$ cat src/rtl/binario_bcd_pkg.sv
// -----------------------------------------------------------------------------
// binario_bcd_pkg
// Shared definitions for the binary-to-BCD converter:
//   - state_t        : FSM encodings (IDLE, CONV, DONE)
//   - BCD_UMBRAL     : digit value at or above which the add-3 fix is applied
//   - BCD_SUMA       : correction added to a digit before each shift
//   - BCD_DIG_CLAMP  : digit value used when the result is clamped to 99
//   - CNT_W          : width of the iteration counter (covers DATA_W up to 15)
// -----------------------------------------------------------------------------
package binario_bcd_pkg;

  typedef enum logic [1:0] {
    ST_IDLE = 2'd0,
    ST_CONV = 2'd1,
    ST_DONE = 2'd2
  } state_t;

  localparam logic [3:0] BCD_UMBRAL    = 4'd5;
  localparam logic [3:0] BCD_SUMA      = 4'd3;
  localparam logic [3:0] BCD_DIG_CLAMP = 4'd9;
  localparam int         CNT_W         = 4;

endpackage

$ cat src/rtl/binario_bcd_ajuste.sv
// -----------------------------------------------------------------------------
// bcd_ajuste_digito
// Double-dabble correction for one BCD scratch digit: a digit of 5 or more
// gets 3 added so that the following left shift carries correctly into the
// next decimal digit.
// Ports:
//   i_digito : scratch digit before correction
//   o_digito : corrected digit (combinational)
// -----------------------------------------------------------------------------
module bcd_ajuste_digito
  import binario_bcd_pkg::*;
(
  input  logic [3:0] i_digito,
  output logic [3:0] o_digito
);

  assign o_digito = (i_digito >= BCD_UMBRAL) ? (i_digito + BCD_SUMA) : i_digito;

endmodule

$ cat src/rtl/binario_bcd.sv
// -----------------------------------------------------------------------------
// binario_bcd
// Sequential binary-to-BCD converter (double dabble), one bit per cycle.
// FSM IDLE -> CONV (DATA_W iterations) -> DONE -> IDLE.
// Optional build macro: BCD_CLAMP_99_EN -- results above 99 are presented as
// 0/9/9 with oOverflow=1. Without it the full three-digit result is output
// and oOverflow is constant 0.
// Parameters:
//   DATA_W      : binary input width (4..9)
// Ports:
//   iClk        : clock, rising edge
//   iReset      : asynchronous active-high reset
//   iStart      : conversion request, only looked at in IDLE
//   ivBinario   : unsigned value, captured when iStart is accepted
//   oBusy       : high in CONV or DONE (decoded from state)
//   oDone       : registered one-cycle pulse when new digits are presented
//   ovUnidades  : BCD units of the last result
//   ovDecenas   : BCD tens of the last result
//   ovCentenas  : BCD hundreds of the last result
//   oOverflow   : last result exceeded 99 and was clamped
// -----------------------------------------------------------------------------
module binario_bcd
  import binario_bcd_pkg::*;
#(
  parameter int DATA_W = 8
) (
  input  logic              iClk,
  input  logic              iReset,
  input  logic              iStart,
  input  logic [DATA_W-1:0] ivBinario,
  output logic              oBusy,
  output logic              oDone,
  output logic [3:0]        ovUnidades,
  output logic [3:0]        ovDecenas,
  output logic [3:0]        ovCentenas,
  output logic              oOverflow
);

  localparam logic [CNT_W-1:0] CNT_LAST = CNT_W'(DATA_W - 1);

  state_t            r_state;
  state_t            w_next;
  logic [DATA_W-1:0] r_sr;
  logic [3:0]        r_uni;
  logic [3:0]        r_dec;
  logic [3:0]        r_cen;
  logic [CNT_W-1:0]  r_cnt;
  logic [3:0]        w_adj_uni;
  logic [3:0]        w_adj_dec;
  logic [3:0]        w_adj_cen;
  logic [3:0]        r_out_uni;
  logic [3:0]        r_out_dec;
  logic [3:0]        r_out_cen;
  logic              r_done;
`ifdef BCD_CLAMP_99_EN
  logic              r_ovf;
`endif

  // State register
  always_ff @(posedge iClk or posedge iReset) begin
    if (iReset) begin
      r_state <= ST_IDLE;
    end else begin
      r_state <= w_next;
    end
  end

  // Next-state logic
  always_comb begin
    w_next = r_state;
    case (r_state)
      ST_IDLE: if (iStart) w_next = ST_CONV;
      ST_CONV: if (r_cnt == CNT_LAST) w_next = ST_DONE;
      ST_DONE: w_next = ST_IDLE;
      default: w_next = ST_IDLE;
    endcase
  end

  assign oBusy = (r_state == ST_CONV) || (r_state == ST_DONE);

  bcd_ajuste_digito u_aj_uni (.i_digito(r_uni), .o_digito(w_adj_uni));
  bcd_ajuste_digito u_aj_dec (.i_digito(r_dec), .o_digito(w_adj_dec));
  bcd_ajuste_digito u_aj_cen (.i_digito(r_cen), .o_digito(w_adj_cen));

  // Datapath: capture, shift/adjust iterations, output load
  always_ff @(posedge iClk or posedge iReset) begin
    if (iReset) begin
      r_sr      <= '0;
      r_uni     <= '0;
      r_dec     <= '0;
      r_cen     <= '0;
      r_cnt     <= '0;
      r_out_uni <= '0;
      r_out_dec <= '0;
      r_out_cen <= '0;
      r_done    <= 1'b0;
`ifdef BCD_CLAMP_99_EN
      r_ovf     <= 1'b0;
`endif
    end else begin
      r_done <= 1'b0;
      case (r_state)
        ST_IDLE: begin
          if (iStart) begin
            r_sr  <= ivBinario;
            r_uni <= '0;
            r_dec <= '0;
            r_cen <= '0;
            r_cnt <= '0;
          end
        end
        ST_CONV: begin
          // The hundreds digit never reaches 8 for DATA_W <= 9, so the bit
          // shifted out of the top is always zero.
          {r_cen, r_dec, r_uni, r_sr} <= {w_adj_cen, w_adj_dec, w_adj_uni, r_sr} << 1;
          r_cnt <= r_cnt + 1'b1;
        end
        ST_DONE: begin
          r_done <= 1'b1;
`ifdef BCD_CLAMP_99_EN
          if (r_cen != 4'd0) begin
            r_out_cen <= 4'd0;
            r_out_dec <= BCD_DIG_CLAMP;
            r_out_uni <= BCD_DIG_CLAMP;
            r_ovf     <= 1'b1;
          end else begin
            r_out_cen <= r_cen;
            r_out_dec <= r_dec;
            r_out_uni <= r_uni;
            r_ovf     <= 1'b0;
          end
`else
          r_out_cen <= r_cen;
          r_out_dec <= r_dec;
          r_out_uni <= r_uni;
`endif
        end
        default: ;
      endcase
    end
  end

  assign oDone      = r_done;
  assign ovUnidades = r_out_uni;
  assign ovDecenas  = r_out_dec;
  assign ovCentenas = r_out_cen;
`ifdef BCD_CLAMP_99_EN
  assign oOverflow  = r_ovf;
`else
  assign oOverflow  = 1'b0;
`endif

endmodule

$ cat config.mk
export PLATFORM = sky130hd
export DESIGN_NAME = binario_bcd
export DESIGN_NICKNAME = d
export VERILOG_FILES = /design/src/rtl/binario_bcd_pkg.sv /design/src/rtl/binario_bcd_ajuste.sv /design/src/rtl/binario_bcd.sv
export SDC_FILE = /design/constraint.sdc
export NUM_CORES = 1
export LEC_CHECK = 0
export ABC_AREA = 0
export BUFFER_PORTS_ARGS = -buffer_cell sky130_fd_sc_hd__buf_2
export CORE_AREA = 2 2 68 70
export DETAILED_ROUTE_END_ITERATION = 10
export DIE_AREA = 0 0 70 72
export GPL_ROUTABILITY_DRIVEN = 0
export PLACE_DENSITY_LB_ADDON = 0.3
export SLEW_MARGIN = 20
export SYNTH_ARGS = -nofsm -noshare
export SYNTH_HDL_FRONTEND = slang
export SYNTH_SLANG_ARGS = --single-unit
$ cat constraint.sdc
create_clock -name iClk -period 2.1 [get_ports iClk]
set_input_delay 0.105 -clock iClk [delete_from_list [all_inputs] [get_ports iClk]]
set_output_delay 0.105 -clock iClk [all_outputs]
set_load 0.005 [all_outputs]
## Word level (Yosys, flattened, before mapping)

Cells that the tools add are included.

| cells by class | value |
|---|---|
| add/subtract/negate cells | 4 |
| order comparisons | 3 |
| muxes and demuxes | 14 |
| reduce and logical (&&, ||, !) cells | 5 |
| equal/unequal tests | 5 |

Operators with widths:

| kind | number |
|---|---|
| 4-bit case mux with 2 select lines | 4 |
| 8-bit case mux with 2 select lines | 1 |
| 4-bit by 3-bit >= comparator with 1-bit output, second input constant | 3 |
| 4-bit two-way mux | 3 |
| 4-bit by 2-bit adder with 4-bit output, second input constant | 2 |
| 8-bit two-way mux | 1 |
| 4-bit by 1-bit adder with 4-bit output, second input constant | 1 |
| 4-bit by 3-bit == test with 1-bit output, second input constant | 1 |
| 2-bit two-way mux | 2 |
| 2-bit != test, second input constant | 2 |
| 2-bit case mux with 2 select lines | 1 |
| 2-bit AND reduction | 2 |
| 3-bit by 2-bit adder with 3-bit output, second input constant | 1 |
| 3-bit two-way mux | 1 |
| 2-bit by 1-bit == test with 1-bit output, second input constant | 1 |
| 2-bit == test, second input constant | 1 |
| 2-bit logical NOT | 1 |
| 2-bit nonzero test | 1 |
| 1-bit logical OR | 1 |
| 1-bit two-way mux | 1 |

| word-level totals | value |
|---|---|
| logic and storage cells | 41 |
| output and inout port bits | 15 |
| bits in registers | 39 |
| input bits | 11 |

## Longest topological paths before layout

Gate-level depths: netlist of the first run.

| logic depth | value |
|---|---|
| depth in word-level cells | 3 |
| gate-level depth with buffers | 7 |
| mapped depth without buffers | 6 |

## Hierarchy

Synthesis of the first run repeated with hierarchy kept, for this count alone.

| unflattened totals | value |
|---|---|
| cell total of the unflattened synthesis | 173 |
| area, all modules | 1,943.1 µm² |

Modules (own cells, without submodules):

| module | area an instance (µm²) | instances | seq. area each (µm²) | cells an instance |
|---|---|---|---|---|
| binario_bcd | 1,639.1 | 1 | 975.9 | 125 |
| bcd_ajuste_digito | 101.3 | 3 | 0.0 | 16 |

## Least setup slack after synthesis of the first run

OpenSTA, ideal clock, no wires.

| timing | value |
|---|---|
| path kind | reg-to-reg |
| from | register r_state[0] |
| to | register r_cnt[2] |
| data required time | 1.979 ns |
| buffers on the path | 0 |
| path slack | 0.488 ns |
| cell stages (with the launch flop) | 7 |
| arrival time | 1.491 ns |
| setup time | 0.121 ns |
| clock period less this slack | 1.612 ns |
| cell sequence | dfrtp_1 -> inv_1 -> ha_1 -> mux2i_4 -> nor2_1 -> mux2_2 -> a22o_1 |

| on the way | value |
|---|---|
| cells in the longest elaborated chain, start to end | 3 |
| elaborated cells between the ends (all ways) | 6 |
| those cells by class | 2 x eq/ne; 1 x mux; 3 x reduce/logical |

Ends and longest elaborated chain:

| item | RTL line | text |
|---|---|---|
| start: declaration | binario_bcd.sv:41 | `state_t r_state;` |
| start signal: assignment | binario_bcd.sv:64 | `r_state <= w_next;` |
| 2-bit by 1-bit == test with 1-bit output or 2-bit logical NOT (tied branches) | binario_bcd.sv:102 | `case (r_state)` |
| 2-bit nonzero test (no source line) or 2-bit != test (tied branches) | - |  |
| 2-bit AND reduction (no source line) | - |  |
| end signal: assignment | binario_bcd.sv:116 | `r_cnt <= r_cnt + 1'b1;` |
| end: declaration | binario_bcd.sv:47 | `logic [CNT_W-1:0] r_cnt;` |

Parallel ways exist; a longest one is shown, timed or not.
A chain may end at the register's enable or synchronous reset.

## Worst setup path after layout of the first run

| timing | value |
|---|---|
| from | register r_state[1] |
| to | register r_cen[3] |

| on the way | value |
|---|---|
| cells in the longest elaborated chain, start to end | 3 |
| elaborated cells between the ends (all ways) | 6 |
| those cells by class | 2 x eq/ne; 1 x mux; 3 x reduce/logical |

Ends and longest elaborated chain:

| item | RTL line | text |
|---|---|---|
| 2-bit by 1-bit == test with 1-bit output or 2-bit logical NOT (tied branches) | binario_bcd.sv:102 |  |
| 2-bit nonzero test (no source line) or 2-bit != test (tied branches) | - |  |
| 2-bit AND reduction (no source line) | - |  |
| end signal: assignment | binario_bcd.sv:115 | `{r_cen, r_dec, r_uni, r_sr} <= {w_adj_cen, w_adj_dec, w_adj_uni, r_sr} << 1;` |
| end: declaration | binario_bcd.sv:46 | `logic [3:0] r_cen;` |

Parallel ways exist; a longest one is shown, timed or not.

==> metrics.txt, run 1 <==
drt pass-1 iters=4; Remaining Overflow, GRT=0; # clock sinks=39; Worst setup SP type=flop; worst-path cell chain=inv_1, ha_1, nand2_1, o31ai_1, a32o_1; final-report max-slew violation count=0; Mean Syn Cell Area=11.8 sq um; mean routed wirelength per cell=14.1 um; ANT nets after route=0; Layout Area Growth over Synthesis=16.5%; FP Rows=24; Final Hold Vio Count=0; Critical Path Fanout Max=10; reg2reg path depth=5; Hold Crit Class=primary input to flop; clk_skew=0.00689 ns; vias in the first global route=1244; die area=5040 sq um; final setup fails=0; Reg clk slew, reported paths=0.08 ns; H-tree depth=2; critical path endpoint category=flop; outcome=finished, final reports clean; clk buf depth=2; slowest CP cell=dfrtp_1; clk_lat worst skew=0.29 ns; Core Util, Final=0.508; Die W=70 um; initial antenna violation count=0; critical path class=flop to flop; DP Wirelength=2.39 mm; first-pass GRT wire length=5.84 mm; fmax=583 MHz; CP required=2.33 ns; Largest stage delay, worst path=0.39 ns; post-synthesis sequential area ratio=0.525; # Post-CTS Setup Buffers=0; CTS tree=built; Clk Tree Root Cell=clkbuf_8; pin count of the biggest net entering global routing=40; post-layout net count=208; final critical-path share of the clock period=0.817; io pins=26; vias per cell=5.28; post-route cell area=2170 sq um; Pwr Total=0.00287 W; Post-Route WL=3.38 mm; Die Y=72 um; MaxCap Viol Count=0; yosys warns=0; Worst EP arrival=1.95 ns; post-route minimum period=1.72 ns; Mapped Nets=179; min-delay src=ivBinario[0]; Leak=1.11 nW; GRT Total Usage=0.149; final antenna diode count=0; Critical R2R Launch=r_state[1]$_DFFE_PP0P_; Reg2Reg Setup Slack=0.38 ns; Hold EP=r_sr[0]$_DFFE_PP0P_; Critical R2R Capture=r_cen[3]$_DFFE_PP0P_; hold depth=3; Worst path top cell family by delay=compound AO/OA/AOI/OAI gates; Post-DP Area=2040 sq um; Power Density=1320 nW/um^2; Mapped Area=1860 sq um; hold slack=0.0676 ns; Max VDD drop=0.484 mV; crit path buf inv count=1; port bufs=24; synthesized flop and latch total=39; layout cells sized above 1=0.207; DR DRC count=0; core area=4260 sq um; Gate Count Post-Synth=158; Initial Util=0.436; Setup TNS=0 ns; DRT iter0 DRCs=106; Num CTS Buffers=5; post-synthesis cell type count=29; RSZ-0062 raised after global routing=false; Vias=1267
-- where the power goes --
part | leakage, nW | internal, W | switching (W)
combinational | 0.524 | 0.000488 | 0.000598
clock | 0.0612 | 0.000384 | 0.000263
sequential | 0.523 | 0.000974 | 0.000157
-- metal layers --
| metal | vias to the layer above | part of all wire | track usage | wire (um) |
|---|---|---|---|---|
| li1 | 615 | - | - | - |
| met1 | 623 | 0.45 | 0.183 | 1530 |
| met2 | 24 | 0.49 | 0.251 | 1650 |
| met3 | 5 | 0.044 | 0.0486 | 149 |
| met4 | 0 | 0.015 | 0.0513 | 52 |
| met5 | - | 0 | 0 | 0 |
-- synthesized netlist by cell type, drive strengths merged --
library cell / count / area, sq um
a21oi: 6 / 30.0
a22o: 5 / 43.8
a32o: 3 / 30.0
and2: 1 / 6.26
buf: 6 / 32.5
clkbuf: 1 / 3.75
conb: 1 / 3.75
dfrtp: 39 / 976
ha: 10 / 125
inv: 10 / 37.5
mux2: 14 / 158
mux2i: 11 / 123
nand2: 13 / 48.8
nand2b: 5 / 31.3
nand3: 1 / 5.00
nand3b: 1 / 7.51
nor2: 2 / 7.51
nor2b: 1 / 6.26
o21a: 1 / 7.51
o21ai: 13 / 65.1
o22ai: 3 / 18.8
o31ai: 3 / 22.5
o32ai: 3 / 26.3
xnor2: 3 / 26.3
xor2: 2 / 17.5
-- repair_timing --
item,4_1_cts,5_1_grt
endpoints found under the hold margin,39,0
hold buffers,1,0
gates resized for setup,0,0
endpoints found under the setup margin,0,0
-- logic make-up after synthesis --
logic type	Yosys count	share of synthesized area
XOR/XNOR	5	0.0236
AND/OR/NAND/NOR	24	0.0606
multiplexers	25	0.151
AO/OA/AOI/OAI	37	0.131
other	1	0.00202
buffers and inverters	17	0.0397
adder cells (fa/ha/maj)	10	0.0673
flip-flops	39	0.525
-- flip-flops by register name, summed over array words and instances (netlist names), 4 cells and up --
register and flops:
r_sr 8, ovCentenas 4, ovDecenas 4, ovUnidades 4, r_cen 4, r_cnt 4, r_dec 4, r_uni 4
-- cell usage in the layout (no fill, tap or decap), drive strengths merged, types with 2 or more instances in the layout --
| cell type | instances |
|---|---|
| nor2 | 2 |
| a22o | 5 |
| xnor2 | 3 |
| mux2i | 11 |
| xor2 | 2 |
| nand2b | 5 |
| buf | 28 |
| mux2 | 14 |
| inv | 10 |
| dfrtp | 39 |
| nand2 | 13 |
| o22ai | 3 |
| clkbuf | 6 |
| o21ai | 13 |
| o31ai | 3 |
| a21oi | 6 |
| o32ai | 3 |
| a32o | 3 |
| ha | 10 |
-- layout make-up --
class	instances	area [sq um]
flip-flops and latches	39	976
repair buffers	29	160
multi-input cells	102	810
well taps	52	65.1
clock inverters	2	35.0
inverters	10	37.5
fillers	387	2100
clock buffers	6	82.6
-- tightest hold or removal path, cell delays in order --
cell      delay (ns)
buf_2           0.09
nand2b_1        0.07
o21ai_1         0.06
-- metrics by stage --
| step | setup slack, ns | std cells |
|---|---|---|
| floorplan | 0.488 | 158 |
| global placement | 0.522 | 231 |
| detailed placement | 0.385 | 231 |
| CTS | 0.364 | 240 |
| global route | 0.215 | 240 |
| finish | 0.384 | 240 |
-- worst max path at each step --
stage	startpoint	end	slack, ns	depth (start not counted)
3_5_place_dp	r_state[1]$_DFFE_PP0P_	r_cen[3]$_DFFE_PP0P_	0.39	5
2_1_floorplan	r_state[0]$_DFFE_PP0P_	r_cnt[2]$_DFFE_PP0P_	0.49	6
4_1_cts	r_state[1]$_DFFE_PP0P_	r_cen[3]$_DFFE_PP0P_	0.36	5
5_1_grt	r_state[1]$_DFFE_PP0P_	r_cen[3]$_DFFE_PP0P_	0.22	5
3_3_place_gp	r_state[0]$_DFFE_PP0P_	r_cnt[2]$_DFFE_PP0P_	0.52	6
6_report	r_state[1]$_DFFE_PP0P_	r_cen[3]$_DFFE_PP0P_	0.38	5
No activity file was read; power rests on OpenSTA's default activity.
==> run 2: changes to the inputs <==
==> constraint.sdc (replaced) <==
create_clock -name iClk -period 1.6 [get_ports iClk]
set_input_delay 0.08 -clock iClk [delete_from_list [all_inputs] [get_ports iClk]]
set_output_delay 0.08 -clock iClk [all_outputs]
set_load 0.005 [all_outputs]
==> run 2 against run 1 <==
Effect of this change:
- core utilization up 0.79 points
- critical path depth up 1
- worst hold slack worse by 0.030 ns
- via count down 0.47%
- sequential power up 32%
- largest cell class unchanged
==> metrics.txt, run 2 (synthesized netlist as in run 1, its figures left out) <==
outcome=finished, final reports clean; Post-Route WL=3.43 mm; Vias=1261; H-tree depth=2; port bufs=24; Leak=1.11 nW; drt pass-1 iters=4; FP Rows=24; DP Wirelength=2.39 mm; GRT Total Usage=0.151; final critical-path share of the clock period=0.966; Die W=70 um; slowest CP cell=dfrtp_1; Worst EP arrival=1.72 ns; vias in the first global route=1319; pin count of the biggest net entering global routing=40; critical path endpoint category=flop; DRT iter0 DRCs=69; Largest Register=r_sr; commonest non-fill, non-tap cells in the layout=39 x dfrtp_1, 24 x buf_2, 12 x mux2_1, 12 x nand2_1, 11 x o21ai_1; post-route minimum period=1.55 ns; Max VDD drop=0.856 mV; CP required=1.78 ns; layout cells sized above 1=0.246; final setup fails=0; Max Used Layer=met4; Power Density=1680 nW/um^2; core area=4260 sq um; max reg flops=8; Num CTS Buffers=5; Remaining Overflow, GRT=0; Core Util, Final=0.516; met3 wire length=139 um; clk_lat worst skew=0.29 ns; Hold Crit Class=primary input to flop; DR DRC count=0; CTS tree=built; first-pass GRT wire length=5.87 mm; post-layout net count=211; clk buf depth=2; critical path class=flop to flop; initial antenna violation count=0; Critical Path Fanout Max=5; routed length on met2=1.72 mm; Layout Area Growth over Synthesis=18.3%; Final Hold Vio Count=0; die area=5040 sq um; vias per cell=5.19; Pwr Total=0.00370 W; # clock sinks=39; worst-path cell chain=inv_2, ha_4, mux2i_4, nor2_1, mux2_2, a22o_1; ANT nets after route=0; Initial Util=0.436; Worst setup SP type=flop; Reg clk slew, reported paths=0.06 ns; commonest non-fill, non-tap cell in the layout=dfrtp_1; final-report max-slew violation count=0; Setup TNS=0 ns; Die Y=72 um; clk_skew=0.00641 ns; Clk Tree Root Cell=clkbuf_8; fmax=647 MHz; MaxCap Viol Count=0; final antenna diode count=0; io pins=26; mean routed wirelength per cell=14.1 um; Largest stage delay, worst path=0.40 ns; Met1 Wirelength=1.46 mm
## run 2: power by group
part | internal, W | switching (W) | total (W)
logic | 0.000760 | 0.000832 | 0.00159
clock network | 0.000305 | 0.000320 | 0.000626
registers | 0.00128 | 0.000207 | 0.00149
## run 2: path summary, 6_finish.rpt
kind                                                 from                   endpoint  slack, ns  cells past startpoint
worst max-delay path               r_state[1]$_DFFE_PP0P_       r_cnt[2]$_DFFE_PP0P_       0.05                      6
worst min register to register  ovCentenas[1]$_DFFE_PP0P_  ovCentenas[1]$_DFFE_PP0P_       0.48                      1
max in group asynchronous                          iReset       r_uni[3]$_DFFE_PP0P_       0.83                      4
min in group asynchronous                          iReset       r_cen[3]$_DFFE_PP0P_       0.42                      4
worst min-delay path                         ivBinario[0]        r_sr[0]$_DFFE_PP0P_       0.04                      3
worst max register to register     r_state[1]$_DFFE_PP0P_       r_cnt[2]$_DFFE_PP0P_       0.05                      6
## run 2: critical path: cells and delay by family, from the launching register on
kind / cells / cell delay (ns)
fa+ha+maj: 1 / 0.19
simple gates: 1 / 0.07
mux: 2 / 0.49
compound gates: 1 / 0.18
buf+inv: 1 / 0.12
flops: 1 / 0.40
## run 2: layout make-up
type	count	area (sq um)
multi-input combinational	102	845
clock inverter	1	5.00
clock buffer	7	76.3
sequential	39	976
inverter	10	37.5
fill	397	2060
timing repair buffer	32	195
tap	52	65.1
## run 2: timing repair
item / 4_1_cts / 5_1_grt
setup endpoints to repair: 4 / 14
hold buffers: 1 / 0
endpoints found under the hold margin: 39 / 0
buffers inserted: 0 / 2
gates resized for setup: 2 / 6
## run 2: layer usage
layer  GRT usage  vias to the layer above
li1            -                      626
met5           0                        -
met2       0.251                       26
met4      0.0983                        0
met1       0.174                      599
met3      0.0403                       10
## run 2: stage by stage
stage | area, sq um | hold WS, ns | std cells | worst slack [ns]
final | 2200 | 0.0378 | 243 | 0.0541
after global routing | 2200 | 0.0651 | 243 | -0.00209
after CTS | 2160 | 0.0329 | 241 | -0.0211
after detailed placement | 2060 | 0.222 | 232 | -0.0523
after global placement | 2060 | 0.214 | 232 | 0.0419
after floorplan | 1860 | 0.220 | 158 | 0.0408
